**src/rtl/spi_burst_arbiter_if.sv**
```systemverilog
// Bundle for the two-requester burst port and the byte-level SPI master port.
// slave = arbiter view, master = requesters plus SPI master (bench) view.
interface spi_burst_arbiter_if #(
  parameter int unsigned LEN_W = 4
);
  logic [1:0]       i_Req;
  logic [LEN_W-1:0] i_Len_0;
  logic [LEN_W-1:0] i_Len_1;
  logic [7:0]       i_TX_Byte_0;
  logic [7:0]       i_TX_Byte_1;
  logic [1:0]       o_Grant;
  logic [1:0]       o_Byte_Ack;
  logic [7:0]       o_RX_Byte;
  logic [1:0]       o_RX_DV;
  logic [1:0]       o_Done;
  logic [7:0]       o_M_TX_Byte;
  logic             o_M_TX_DV;
  logic             i_M_TX_Ready;
  logic [7:0]       i_M_RX_Byte;
  logic             i_M_RX_DV;

  modport slave (
    input  i_Req, i_Len_0, i_Len_1, i_TX_Byte_0, i_TX_Byte_1,
    input  i_M_TX_Ready, i_M_RX_Byte, i_M_RX_DV,
    output o_Grant, o_Byte_Ack, o_RX_Byte, o_RX_DV, o_Done,
    output o_M_TX_Byte, o_M_TX_DV
  );

  modport master (
    output i_Req, i_Len_0, i_Len_1, i_TX_Byte_0, i_TX_Byte_1,
    output i_M_TX_Ready, i_M_RX_Byte, i_M_RX_DV,
    input  o_Grant, o_Byte_Ack, o_RX_Byte, o_RX_DV, o_Done,
    input  o_M_TX_Byte, o_M_TX_DV
  );
endinterface

```
**src/rtl/spi_burst_arbiter.sv**
```systemverilog
// Arbitrates two burst requesters onto one byte-level SPI master.
// Round-robin on contention; a grant is held until the burst's last byte returns.
module spi_burst_arbiter #(
  parameter int unsigned LEN_W = 4
) (
  input logic                i_Clk,
  input logic                i_Rst,
  spi_burst_arbiter_if.slave bus
);

  typedef enum logic [1:0] {IDLE, LOAD, WAIT_RX, DONE} state_t;

  state_t           state;
  logic             ptr;
  logic             owner;
  logic [LEN_W-1:0] cnt;
  logic             pick_c;

  // Lone requester wins outright; the pointer breaks ties.
  always_comb begin
    pick_c = ptr;
    if (bus.i_Req == 2'b01)      pick_c = 1'b0;
    else if (bus.i_Req == 2'b10) pick_c = 1'b1;
  end

  always_ff @(posedge i_Clk or posedge i_Rst) begin
    if (i_Rst) begin
      state           <= IDLE;
      ptr             <= 1'b0;
      owner           <= 1'b0;
      cnt             <= '0;
      bus.o_Grant     <= 2'b00;
      bus.o_Byte_Ack  <= 2'b00;
      bus.o_RX_DV     <= 2'b00;
      bus.o_Done      <= 2'b00;
      bus.o_M_TX_DV   <= 1'b0;
      bus.o_M_TX_Byte <= 8'h00;
      bus.o_RX_Byte   <= 8'h00;
    end else begin
      bus.o_Byte_Ack <= 2'b00;
      bus.o_RX_DV    <= 2'b00;
      bus.o_Done     <= 2'b00;
      bus.o_M_TX_DV  <= 1'b0;
      case (state)
        // Skipping arbitration while o_Done is up leaves a grant-free gap.
        IDLE: begin
          if (bus.i_Req != 2'b00 && bus.o_Done == 2'b00) begin
            owner       <= pick_c;
            bus.o_Grant <= {pick_c, ~pick_c};
            cnt         <= pick_c ? bus.i_Len_1 : bus.i_Len_0;
            state       <= LOAD;
          end
        end
        LOAD: begin
          if (bus.i_M_TX_Ready) begin
            bus.o_M_TX_DV   <= 1'b1;
            bus.o_M_TX_Byte <= owner ? bus.i_TX_Byte_1 : bus.i_TX_Byte_0;
            bus.o_Byte_Ack  <= {owner, ~owner};
            state           <= WAIT_RX;
          end
        end
        WAIT_RX: begin
          if (bus.i_M_RX_DV) begin
            bus.o_RX_Byte <= bus.i_M_RX_Byte;
            bus.o_RX_DV   <= {owner, ~owner};
            if (cnt == '0) begin
              state <= DONE;
            end else begin
              cnt   <= cnt - LEN_W'(1);
              state <= LOAD;
            end
          end
        end
        DONE: begin
          bus.o_Done  <= {owner, ~owner};
          bus.o_Grant <= 2'b00;
          ptr         <= ~owner;
          state       <= IDLE;
        end
        default: state <= IDLE;
      endcase
    end
  end

endmodule

```
**src/flat_wrapper.sv**
```systemverilog
// flat-port wrapper written by rule: the top's interface ports become plain ports
module spi_burst_arbiter_flat 
#(
  parameter int unsigned LEN_W = 4
)
  (i_Clk, i_Rst, bus_i_Req, bus_i_Len_0, bus_i_Len_1, bus_i_TX_Byte_0, bus_i_TX_Byte_1, bus_i_M_TX_Ready, bus_i_M_RX_Byte, bus_i_M_RX_DV, bus_o_Grant, bus_o_Byte_Ack, bus_o_RX_Byte, bus_o_RX_DV, bus_o_Done, bus_o_M_TX_Byte, bus_o_M_TX_DV);
  spi_burst_arbiter_if #(.LEN_W(LEN_W)) bus_i ();
  input logic i_Clk;
  input logic i_Rst;
  input wire logic [$bits(bus_i.i_Req)-1:0] bus_i_Req;
  input wire logic [$bits(bus_i.i_Len_0)-1:0] bus_i_Len_0;
  input wire logic [$bits(bus_i.i_Len_1)-1:0] bus_i_Len_1;
  input wire logic [$bits(bus_i.i_TX_Byte_0)-1:0] bus_i_TX_Byte_0;
  input wire logic [$bits(bus_i.i_TX_Byte_1)-1:0] bus_i_TX_Byte_1;
  input wire logic [$bits(bus_i.i_M_TX_Ready)-1:0] bus_i_M_TX_Ready;
  input wire logic [$bits(bus_i.i_M_RX_Byte)-1:0] bus_i_M_RX_Byte;
  input wire logic [$bits(bus_i.i_M_RX_DV)-1:0] bus_i_M_RX_DV;
  output wire logic [$bits(bus_i.o_Grant)-1:0] bus_o_Grant;
  output wire logic [$bits(bus_i.o_Byte_Ack)-1:0] bus_o_Byte_Ack;
  output wire logic [$bits(bus_i.o_RX_Byte)-1:0] bus_o_RX_Byte;
  output wire logic [$bits(bus_i.o_RX_DV)-1:0] bus_o_RX_DV;
  output wire logic [$bits(bus_i.o_Done)-1:0] bus_o_Done;
  output wire logic [$bits(bus_i.o_M_TX_Byte)-1:0] bus_o_M_TX_Byte;
  output wire logic [$bits(bus_i.o_M_TX_DV)-1:0] bus_o_M_TX_DV;
  assign bus_i.i_Req = bus_i_Req;
  assign bus_i.i_Len_0 = bus_i_Len_0;
  assign bus_i.i_Len_1 = bus_i_Len_1;
  assign bus_i.i_TX_Byte_0 = bus_i_TX_Byte_0;
  assign bus_i.i_TX_Byte_1 = bus_i_TX_Byte_1;
  assign bus_i.i_M_TX_Ready = bus_i_M_TX_Ready;
  assign bus_i.i_M_RX_Byte = bus_i_M_RX_Byte;
  assign bus_i.i_M_RX_DV = bus_i_M_RX_DV;
  assign bus_o_Grant = bus_i.o_Grant;
  assign bus_o_Byte_Ack = bus_i.o_Byte_Ack;
  assign bus_o_RX_Byte = bus_i.o_RX_Byte;
  assign bus_o_RX_DV = bus_i.o_RX_DV;
  assign bus_o_Done = bus_i.o_Done;
  assign bus_o_M_TX_Byte = bus_i.o_M_TX_Byte;
  assign bus_o_M_TX_DV = bus_i.o_M_TX_DV;
  spi_burst_arbiter #(.LEN_W(LEN_W)) u_core (.i_Clk(i_Clk), .i_Rst(i_Rst), .bus(bus_i));
endmodule
```
**config.mk**
```make
export PLATFORM = sky130hd
export DESIGN_NAME = spi_burst_arbiter_flat
export DESIGN_NICKNAME = d
export VERILOG_FILES = /design/src/rtl/spi_burst_arbiter_if.sv /design/src/rtl/spi_burst_arbiter.sv /design/src/flat_wrapper.sv
export SDC_FILE = /design/constraint.sdc
export NUM_CORES = 1
export LEC_CHECK = 0
export ABC_AREA = 1
export CAP_MARGIN = 30
export CORE_MARGIN = 4
export CORE_UTILIZATION = 34
export CTS_BUF_LIST = sky130_fd_sc_hd__clkbuf_8
export DETAILED_ROUTE_END_ITERATION = 8
export PLACE_DENSITY = 0.73
export SYNTH_ARGS = -nofsm -noshare
export SYNTH_HDL_FRONTEND = slang
export SYNTH_SLANG_ARGS = --single-unit
```
**constraint.sdc**
```tcl
create_clock -name i_Clk -period 1.87 [get_ports i_Clk]
set_input_delay 0.187 -clock i_Clk [delete_from_list [all_inputs] [get_ports i_Clk]]
set_output_delay 0.187 -clock i_Clk [all_outputs]
set_load 0.01 [all_outputs]
```
==> metrics <==
routability congestion estimate=0.755; Non-Filler Instances=approximately 290; Final Power=between 3000 and 4000 uW; clock skew=roughly 0.0054 ns; Site Rows=24; final WL=3.43 mm; clock sinks=33; most numerous cell in the Yosys netlist=nand2_1; GRT overflow=0; Synth area leader=dfrtp_1; max_cap viols=0; Critical Path RT=roughly 2.0 ns; DR vias=1285; Clock Pin Slew Worst Setup and Hold Paths=0.07 ns; initial cell density of the core=a little over a third; Die Ht=about 75 um; H-tree levels=2; max-slew violations=0; Reg area=between 800 and 900 um2; post-cts resize count=0; critical path class=reg -> reg; drt initial violations=a little under 60; Fill cells=slightly below 400; crit path time final=1.44 ns; Avg Cell Area, Syn=between 9 and 10 um2; final hold violations=0; RSZ-0062 raised after global routing=no; Hold/Removal Path Class=in -> async; cells after synthesis=around 160; vias per inst=about 4.5; design area=0.00231 mm2; final setup vio count=0; post-synthesis register bit count=33; Post-DP Area=between 0.002 and 0.0025 mm2; EDFF count, synth=0; P_leak=0.00114 uW; Final HPWL DP=2.67 mm; final worst-path cycle share=between 70% and 80%; pwr dens=between 1000 and 1500 mW/mm2; first-pass GRT wire length=5.58 mm; remaining antenna violation count after routing=0; VDD IR max=roughly 0.00066 V; PortBufs=62; Slowest-stage cell, CP=dfrtp_1; type of origin of the critical path=flop; Synth top area share=around 54%; Fin Setup TNS=0 ns; crit-path cells=inv_1 > nand2_4 > clkinv_2 > nand2_4 > a21oi_2 > inv_2 > nand2_1 > nand2_1; worst path arrival time=approximately 1.6 ns; Syn. warnings=0; Global Route Usage Sum=about 13%; initial antenna violation count=0; leading post-synthesis cells by cell area=dfrtp_1 54%, nand2_1 13%, nand3_1 8.6%; CTS tree=built; WL per Instance=around 12 um; Hold Worst Slack=about 0.30 ns; P&R area growth vs syn=52.5%; I/O pins=63; postcts setup bufs=0; total CTS buffers=5; placed insts=278; CTS Hold Bufs=0; Worst setup EP type=flop; largest net degree at the start of global routing=34; DRC=0; max frequency=around 0.7 GHz; register area share after synthesis=54.4%; die width=74.8 um; ys async rst share=100%; core area=around 0.0043 mm2; Post-Syn Area=between 0.0015 and 0.002 mm2; Yosys cell types=21; layout cells sized above 1=12.0%; clock latency on the worst-skew pair=0.28 ns; slowest stage delay, CP=around 0.39 ns; status=finished, final reports clean; ant diodes=0; Root Buffer=clkbuf_8; Die ar.=between 0.005 and 0.006 mm2; vias in the first global route=approximately 1300; CTS Buffer Depth=2; nets=about 270; Primary FF master, synth=dfrtp_1; Initial DRT Pass Iterations=6; Worst Tran Pin Value=~0.4 ns; Syn Nets=between 200 and 250; worst rel slew slack=between 70 and 80%; worst-path fanout max=12; area of the multi-input gates=a little over 600 um2; top post-synthesis cells by count=54 x nand2_1, 33 x dfrtp_1, 26 x nand3_1
==> final timing paths <==
kind	from	endpoint	slack, ns	cells past startpoint
max in group asynchronous	i_Rst	u_core.ptr	1.27	3
hold / removal	i_Rst	u_core.bus.o_Byte_Ack[1]	0.30	3
setup / recovery	u_core.state[0]	u_core.cnt[1]	0.43	8
hold reg to reg	u_core.cnt[0]	u_core.cnt[0]	0.50	2
setup reg to reg	u_core.state[0]	u_core.cnt[1]	0.43	8
min in group i_Clk	bus_i_TX_Byte_1[4]	u_core.bus.o_M_TX_Byte[4]	0.45	3
==> power by group <==
group	leakage [uW]	switching, uW	internal [uW]	total, uW
Clock	0.0000543	269	398	667
Combinational	0.000677	746	828	1570
Sequential	0.000413	193	1020	1220
==> cells by family after synthesis <==
group	share of synthesized area [%]
DFF	54.4
adders and majority gates	0.824
buffers and inverters	5.52
AOI/OAI and AO/OA	2.72
and+or+nand+nor	28.9
muxes	7.67
==> sequential cells by signal (all words and copies together) (netlist names) <==
register                count
u_core.state                2
u_core.bus.o_Done           2
u_core.bus.o_Grant          2
u_core.bus.o_Byte_Ack       2
u_core.bus.o_RX_Byte        8
u_core.owner                1
u_core.bus.o_M_TX_DV        1
u_core.cnt                  4
u_core.bus.o_RX_DV          2
u_core.ptr                  1
u_core.bus.o_M_TX_Byte      8
==> area by class of cell <==
class	instances	area share, %
flip-flops and latches	33	35.7
repair buffers	64	27.5
multi-input cells	112	26.3
clock buffers	5	2.97
inverters	17	2.81
well taps	52	2.81
clock inverters	3	2.00
==> cell usage in the layout, fill, tap and decap left out <==
cell / count
dfrtp_1: 33
nand2_4: 2
a21boi_0: 1
inv_2: 1
clkdlybuf4s50_1: 62
a21oi_1: 2
nand2_1: 54
or2_2: 1
a21oi_2: 1
nor2_8: 1
nor2_2: 2
nand3_2: 1
clkinvlp_4: 1
clkinv_2: 1
mux2_4: 7
nor2_1: 9
mux2_2: 1
inv_1: 15
ha_1: 1
clkinv_4: 1
buf_4: 2
bufinv_16: 1
o21ai_0: 3
nand3_1: 26
clkbuf_8: 5
==> layer usage <==
layer	share of wire, %	up-vias	track usage [%]
met5	0	-	0
met3	8.9	5	6.14
met1	43	583	16.2
li1	-	656	-
met2	47	41	22.0
met4	0.84	0	2.96
==> worst max-delay path, delay by kind of cell (launching register included) <==
family          cells  cell delay, ns
buf+inv             3            0.30
flops               1            0.39
compound gates      1            0.28
simple gates        4            0.36
==> stage by stage <==
stage               util [%]  setup WS (ns)
floorplan                  -          0.614
finish                  53.5          0.427
CTS                     53.5          0.411
global route            53.5          0.281
global placement        50.9          0.423
detailed placement      50.9          0.368
Power figures use the tool's default switching activity.
